$ cat config.mk
export PLATFORM = sky130hd
export DESIGN_NAME = regfile_wb_arbiter
export DESIGN_NICKNAME = d
export VERILOG_FILES = /design/src/rtl/regfile_wb_arbiter.sv
export SDC_FILE = /design/constraint.sdc
export NUM_CORES = 1
export LEC_CHECK = 0
export BUFFER_PORTS_ARGS = -buffer_cell sky130_fd_sc_hd__buf_2
export CAP_MARGIN = 0
export CORE_ASPECT_RATIO = 0.9
export CORE_MARGIN = 2
export CORE_UTILIZATION = 55
export CTS_CLUSTER_SIZE = 16
export DETAILED_ROUTE_END_ITERATION = 16
export HOLD_SLACK_MARGIN = 0.03
export PLACE_DENSITY = 0.9
export SLEW_MARGIN = 15
export SYNTH_ARGS = -nofsm -noshare
export SYNTH_HDL_FRONTEND = slang
export SYNTH_SLANG_ARGS = --single-unit
$ cat constraint.sdc
create_clock -name clk -period 2.73 [get_ports clk]
set_input_delay 0.273 -clock clk [delete_from_list [all_inputs] [get_ports clk]]
set_output_delay 0.273 -clock clk [all_outputs]
set_load 0.02 [all_outputs]
$ cat src/rtl/regfile_wb_arbiter.sv
// Shares the register-file write port between the WB stage and a buffered multi-cycle
// result source, and keeps per-register counts of outstanding multi-cycle writes for decode.
module regfile_wb_arbiter #(
  parameter int DATA_W       = 32,
  parameter int ADDR_W       = 5,
  parameter int FIFO_DEPTH   = 2,
  parameter int STARVE_LIMIT = 4
) (
  input  logic              clk,
  input  logic              clr_n,
  input  logic              wb_we,
  input  logic [ADDR_W-1:0] wb_waddr,
  input  logic [DATA_W-1:0] wb_wdata,
  input  logic              mc_valid,
  output logic              mc_ready,
  input  logic [ADDR_W-1:0] mc_waddr,
  input  logic [DATA_W-1:0] mc_wdata,
  input  logic              iss_valid,
  input  logic [ADDR_W-1:0] iss_waddr,
  output logic              iss_ready,
  input  logic [ADDR_W-1:0] raddr1,
  input  logic [ADDR_W-1:0] raddr2,
  output logic              busy1,
  output logic              busy2,
  output logic              stall_req,
  output logic              rf_we,
  output logic [ADDR_W-1:0] rf_waddr,
  output logic [DATA_W-1:0] rf_wdata
);

  localparam int PTR_W = $clog2(FIFO_DEPTH);
  localparam int NREG  = 1 << ADDR_W;
  localparam int SC_W  = $clog2(STARVE_LIMIT + 1);
  localparam logic [SC_W-1:0] STARVE_MAX = SC_W'(STARVE_LIMIT);

  logic [ADDR_W-1:0] fifo_addr_r [FIFO_DEPTH];
  logic [DATA_W-1:0] fifo_data_r [FIFO_DEPTH];
  logic [PTR_W:0]    wr_ptr_r;
  logic [PTR_W:0]    rd_ptr_r;
  logic [1:0]        sb_r [NREG];
  logic [SC_W-1:0]   starve_r;
  logic              stall_r;

  logic              empty_s;
  logic              full_s;
  logic              push_s;
  logic              pop_s;
  logic              inc_s;
  logic              dec_s;
  logic [ADDR_W-1:0] head_addr_s;
  logic [DATA_W-1:0] head_data_s;
  logic [NREG-1:0]   inc_vec_s;
  logic [NREG-1:0]   dec_vec_s;
  logic              rf_we_s;
  logic [ADDR_W-1:0] rf_waddr_s;
  logic [DATA_W-1:0] rf_wdata_s;

  assign empty_s     = (wr_ptr_r == rd_ptr_r);
  assign full_s      = (wr_ptr_r[PTR_W] != rd_ptr_r[PTR_W]) &&
                       (wr_ptr_r[PTR_W-1:0] == rd_ptr_r[PTR_W-1:0]);
  assign head_addr_s = fifo_addr_r[rd_ptr_r[PTR_W-1:0]];
  assign head_data_s = fifo_data_r[rd_ptr_r[PTR_W-1:0]];

  // Ready is taken from registered occupancy only; a same-cycle pop never opens it.
  assign mc_ready = !full_s;
  assign push_s   = mc_valid && !full_s;

  // Write-port arbitration: WB always wins, otherwise drain the FIFO head.
  always_comb begin
    rf_we_s    = 1'b0;
    rf_waddr_s = '0;
    rf_wdata_s = '0;
    pop_s      = 1'b0;
    if (wb_we) begin
      rf_we_s    = (wb_waddr != '0);
      rf_waddr_s = wb_waddr;
      rf_wdata_s = wb_wdata;
    end else if (!empty_s) begin
      pop_s      = 1'b1;
      rf_we_s    = (head_addr_s != '0);
      rf_waddr_s = head_addr_s;
      rf_wdata_s = head_data_s;
    end else begin
      rf_we_s    = 1'b0;
    end
  end

  // The register file must see no write while reset is held, whatever WB presents.
  assign rf_we    = rf_we_s && clr_n;
  assign rf_waddr = rf_waddr_s;
  assign rf_wdata = rf_wdata_s;

  // Multi-cycle result FIFO storage and pointers.
  always_ff @(posedge clk or negedge clr_n) begin
    if (!clr_n) begin
      wr_ptr_r <= '0;
      rd_ptr_r <= '0;
      for (int i = 0; i < FIFO_DEPTH; i++) begin
        fifo_addr_r[i] <= '0;
        fifo_data_r[i] <= '0;
      end
    end else begin
      if (push_s) begin
        fifo_addr_r[wr_ptr_r[PTR_W-1:0]] <= mc_waddr;
        fifo_data_r[wr_ptr_r[PTR_W-1:0]] <= mc_wdata;
        wr_ptr_r                         <= wr_ptr_r + 1'b1;
      end else begin
        wr_ptr_r <= wr_ptr_r;
      end
      if (pop_s) begin
        rd_ptr_r <= rd_ptr_r + 1'b1;
      end else begin
        rd_ptr_r <= rd_ptr_r;
      end
    end
  end

  assign iss_ready = (iss_waddr == '0) ? 1'b1 : (sb_r[iss_waddr] != 2'd3);
  assign inc_s     = iss_valid && iss_ready && (iss_waddr != '0);
  assign dec_s     = pop_s && (head_addr_s != '0);
  assign inc_vec_s = inc_s ? (NREG'(1) << iss_waddr) : '0;
  assign dec_vec_s = dec_s ? (NREG'(1) << head_addr_s) : '0;

  // Pending-write scoreboard; an issue and a retire on one register cancel out.
  always_ff @(posedge clk or negedge clr_n) begin
    if (!clr_n) begin
      for (int i = 0; i < NREG; i++) begin
        sb_r[i] <= 2'd0;
      end
    end else begin
      for (int i = 0; i < NREG; i++) begin
        if (i == 0) begin
          sb_r[i] <= 2'd0;
        end else if (inc_vec_s[i] && !dec_vec_s[i] && (sb_r[i] != 2'd3)) begin
          sb_r[i] <= sb_r[i] + 2'd1;
        end else if (dec_vec_s[i] && !inc_vec_s[i] && (sb_r[i] != 2'd0)) begin
          sb_r[i] <= sb_r[i] - 2'd1;
        end else begin
          sb_r[i] <= sb_r[i];
        end
      end
    end
  end

  assign busy1 = (raddr1 != '0) && (sb_r[raddr1] != 2'd0);
  assign busy2 = (raddr2 != '0) && (sb_r[raddr2] != 2'd0);

  // Starvation counter: cycles the FIFO head has been held off by WB.
  always_ff @(posedge clk or negedge clr_n) begin
    if (!clr_n) begin
      starve_r <= '0;
    end else if (empty_s || pop_s) begin
      starve_r <= '0;
    end else if (wb_we && (starve_r != STARVE_MAX)) begin
      starve_r <= starve_r + 1'b1;
    end else begin
      starve_r <= starve_r;
    end
  end

  // Stall request trails the saturated counter by one cycle and drops once the head pops.
  always_ff @(posedge clk or negedge clr_n) begin
    if (!clr_n) begin
      stall_r <= 1'b0;
    end else begin
      stall_r <= (starve_r == STARVE_MAX) && !empty_s && !pop_s;
    end
  end

  assign stall_req = stall_r;

endmodule
==> flow_summary.yaml <==
final_layout:
  synthToLayoutAreaGrowth_pct: 16.3
  fin_area_um2: 10500
  final_core_util: 0.652
  final_cells: 1312
  nFillCells: 1243
  fin_nets: 1187
  drive_gt1_frac: 0.265
synth:
  yosys_register_bits: 144
  yosysMostFrequentCell: "dfrtp_1"
  synthArstFlopShare: 1.00
  ys_types: 75
  synth_area_um2: 9010
  syn_inst: 965
  synth_edf_count: 0
  synthTopCellsByArea: "dfrtp_1 (40%), mux2_2 (9.5%), mux2i_1 (5.0%)"
  seq_area_frac_synth: 0.400
  synth.top_cell.area_share: 0.400
  yosysWarnings: 0
  synth_top_area_cell: "dfrtp_1"
  syn-num-nets: 1061
  synth_top_flop_cell: "dfrtp_1"
  yosys-top-cells-count: "dfrtp_1 (144), nand2_1 (107), o21ai_0 (87), nor2_1 (80), mux2_2 (76)"
  syn_area_per_cell_um2: 9.33
routing:
  vias_per_cell: 6.34
  vias: 8321
  firstDrtPassIters: 9
  wire_per_inst_um: 18.8
  drt-total-wl_um: 24700
  drtAntennaViolNets: 0
  drtIter0Drc: 1117
  drcViolationCount: 0
worst_setup_path:
  path_class: "reg -> out"
  path_cells: "or3b_1 -> and2_1 -> o31ai_1 -> a21boi_0 -> buf_2"
  startpoint: "rd_ptr_r[0]"
  cp-end-kind: "output port"
  worst_path_largest_cell_delay_ns: 0.64
  required_ns: 2.46
  cp_num_buf_inv: 1
  r2r_slack_ns: 0.24
  startpoint_type: "register"
  r2r-start: "sb_r[31]"
  critical-path-top-delay-family: "flip-flops"
  cp_max_fo: 20
  critPathSlowestCell: "dfrtp_2"
  arrival_ns: 2.36
sta:
  slew_violations: 0
  rsz0062_at_grt: "false"
  worst_slew_pin_slew_ns: 0.963
  setup_violations: 0
  finalHoldViolations: 0
  finClkSkew_ns: 0.00737
  fmax_ghz: 0.379
  post-route-period-util: 0.966
  period_needed_ns: 2.64
  tns_ns: 0
  layout_setup_ws_ns: 0.0932
  slew_headroom: 0.358
  hold-worst-slack_ns: 0.0821
pwr:
  power.total_mw: 11.5
  power_leakage_nw: 4.66
  powerDensity_nw_per_um2: 1100
  ir_drop_mv: 0.670
placed_design:
  placed_cells: 1278
  place.gp.congestion: 0.978
  dpl_worst_slack_ns: 0.373
  placed_area_um2: 9860
  place_hpwl_um: 16900
  io_buffers: 136
clock_tree:
  cts.sinks: 144
  cts-buffers-inserted: 17
  clockBufferDepth: 2
  cts_root_buf: "clkbuf_16"
  post-cts-setup-buffer-count: 0
  ctsHtreeMaxLevel: 4
  cts_tree: "done"
  clk_latency_ns: 0.43
  clkSlewWorstSetupHoldPaths_ns: 0.06
global_routing:
  grt_start_max_net_pins: 55
  grt_pass1_wl_um: 39300
  grt_pass1_vias: 7916
  antenna_found_initial: 1
  gr-total-overflow: 0
  grt_usage: 0.281
die:
  pin_count: 137
  dieArea_um2: 17400
  die_w_um: 139
  die_y_um: 125
  start_util: 0.560
  core_area_um2: 16100
  row_count: 44
outcome:
  status: "finished clean"
job:
  drv_cap: 0
min_path:
  hp-class: "in -> reg"
  hold_path.startpoint: "mc_wdata[24]"
==> path summary, 6_finish.rpt <==
| kind | end | depth (start not counted) |
|---|---|---|
| setup / recovery | rf_we | 5 |
| hold / removal | fifo_data_r[24] | 2 |
| setup reg to reg | sb_r[31] | 6 |
| hold reg to reg | fifo_data_r[24] | 1 |
| max in group asynchronous | sb_r[11] | 3 |
| min in group asynchronous | fifo_data_r[55] | 2 |
==> cell families (layout without fill, tap and decap cells) <==
group,count (synthesis),after routing,synth area share
simple gates,354,354,0.195
compound gates,243,243,0.172
flops,144,144,0.400
mux,133,133,0.175
buf+inv,74,213,0.0393
xor+xnor,15,15,0.0154
fa+ha+maj,2,2,0.00278
other cells,0,1,0
==> report_power, final <==
group	switching, mW	internal [mW]
Sequential	1.00	3.08
Combinational	2.91	2.20
Clock	0.966	1.32
==> repair_timing <==
action / in CTS / in global routing
hold endpoints to repair: 41 / 0
hold buffers: 1 / 0
setup endpoints to repair: 6 / 37
resized for setup: 1 / 3
pin swaps: 0 / 0
==> cell type report <==
class / count / area, um^2 / share of cell area
inverters: 27 / 101 / 0.00967
clock buffers: 20 / 457 / 0.0436
well taps: 207 / 259 / 0.0247
multi-input cells: 747 / 5080 / 0.485
flip-flops and latches: 144 / 3600 / 0.344
diodes: 1 / 2.50 / 0.000239
repair buffers: 154 / 853 / 0.0815
clock inverters: 12 / 121 / 0.0116
==> flip-flops by register name, summed over array words and instances (netlist names) <==
signal / cells
starve_r: 3
wr_ptr_r: 2
stall_req: 1
sb_r: 62
rd_ptr_r: 2
fifo_addr_r: 10
fifo_data_r: 64
==> cell usage in the layout (no fill, tap or decap), drive strengths merged, types with 4 or more instances in the layout <==
cell type | synthesis | routed
a22oi | 4 | 4
a211oi | 25 | 25
nor2 | 81 | 81
o211ai | 9 | 9
a21oi | 45 | 45
o311ai | 4 | 4
nor4 | 5 | 5
nor3b | 8 | 8
clkbuf | 16 | 20
mux2 | 76 | 76
nor2b | 8 | 8
o21a | 15 | 15
nand2b | 8 | 8
a31oi | 12 | 12
and3 | 12 | 12
nand2 | 108 | 108
mux2i | 45 | 45
xnor2 | 11 | 11
o21ai | 89 | 89
nand3 | 35 | 35
or2 | 6 | 6
nor3 | 41 | 41
mux4 | 12 | 12
buf | 31 | 153
inv | 27 | 32
or3 | 4 | 4
o22a | 6 | 6
a21boi | 5 | 5
and4 | 4 | 4
nand3b | 13 | 13
and2 | 7 | 7
xor2 | 4 | 4
dfrtp | 144 | 144
==> worst reg2reg max path: cells and delay by family (launching register included) <==
family             cells  cell delay [ns]
AOI/OAI and AO/OA      2             0.94
DFF                    1             0.51
muxes                  1             0.53
and+or+nand+nor        3             0.40
==> per-layer routing <==
layer | global-route usage | up-vias | wire [um]
li1 | - | 3793 | -
met1 | 0.368 | 4007 | 10000
met2 | 0.442 | 415 | 11700
met3 | 0.0666 | 106 | 1990
met4 | 0.137 | 0 | 1030
met5 | 0 | - | 0
Power figures use the tool's default switching activity.
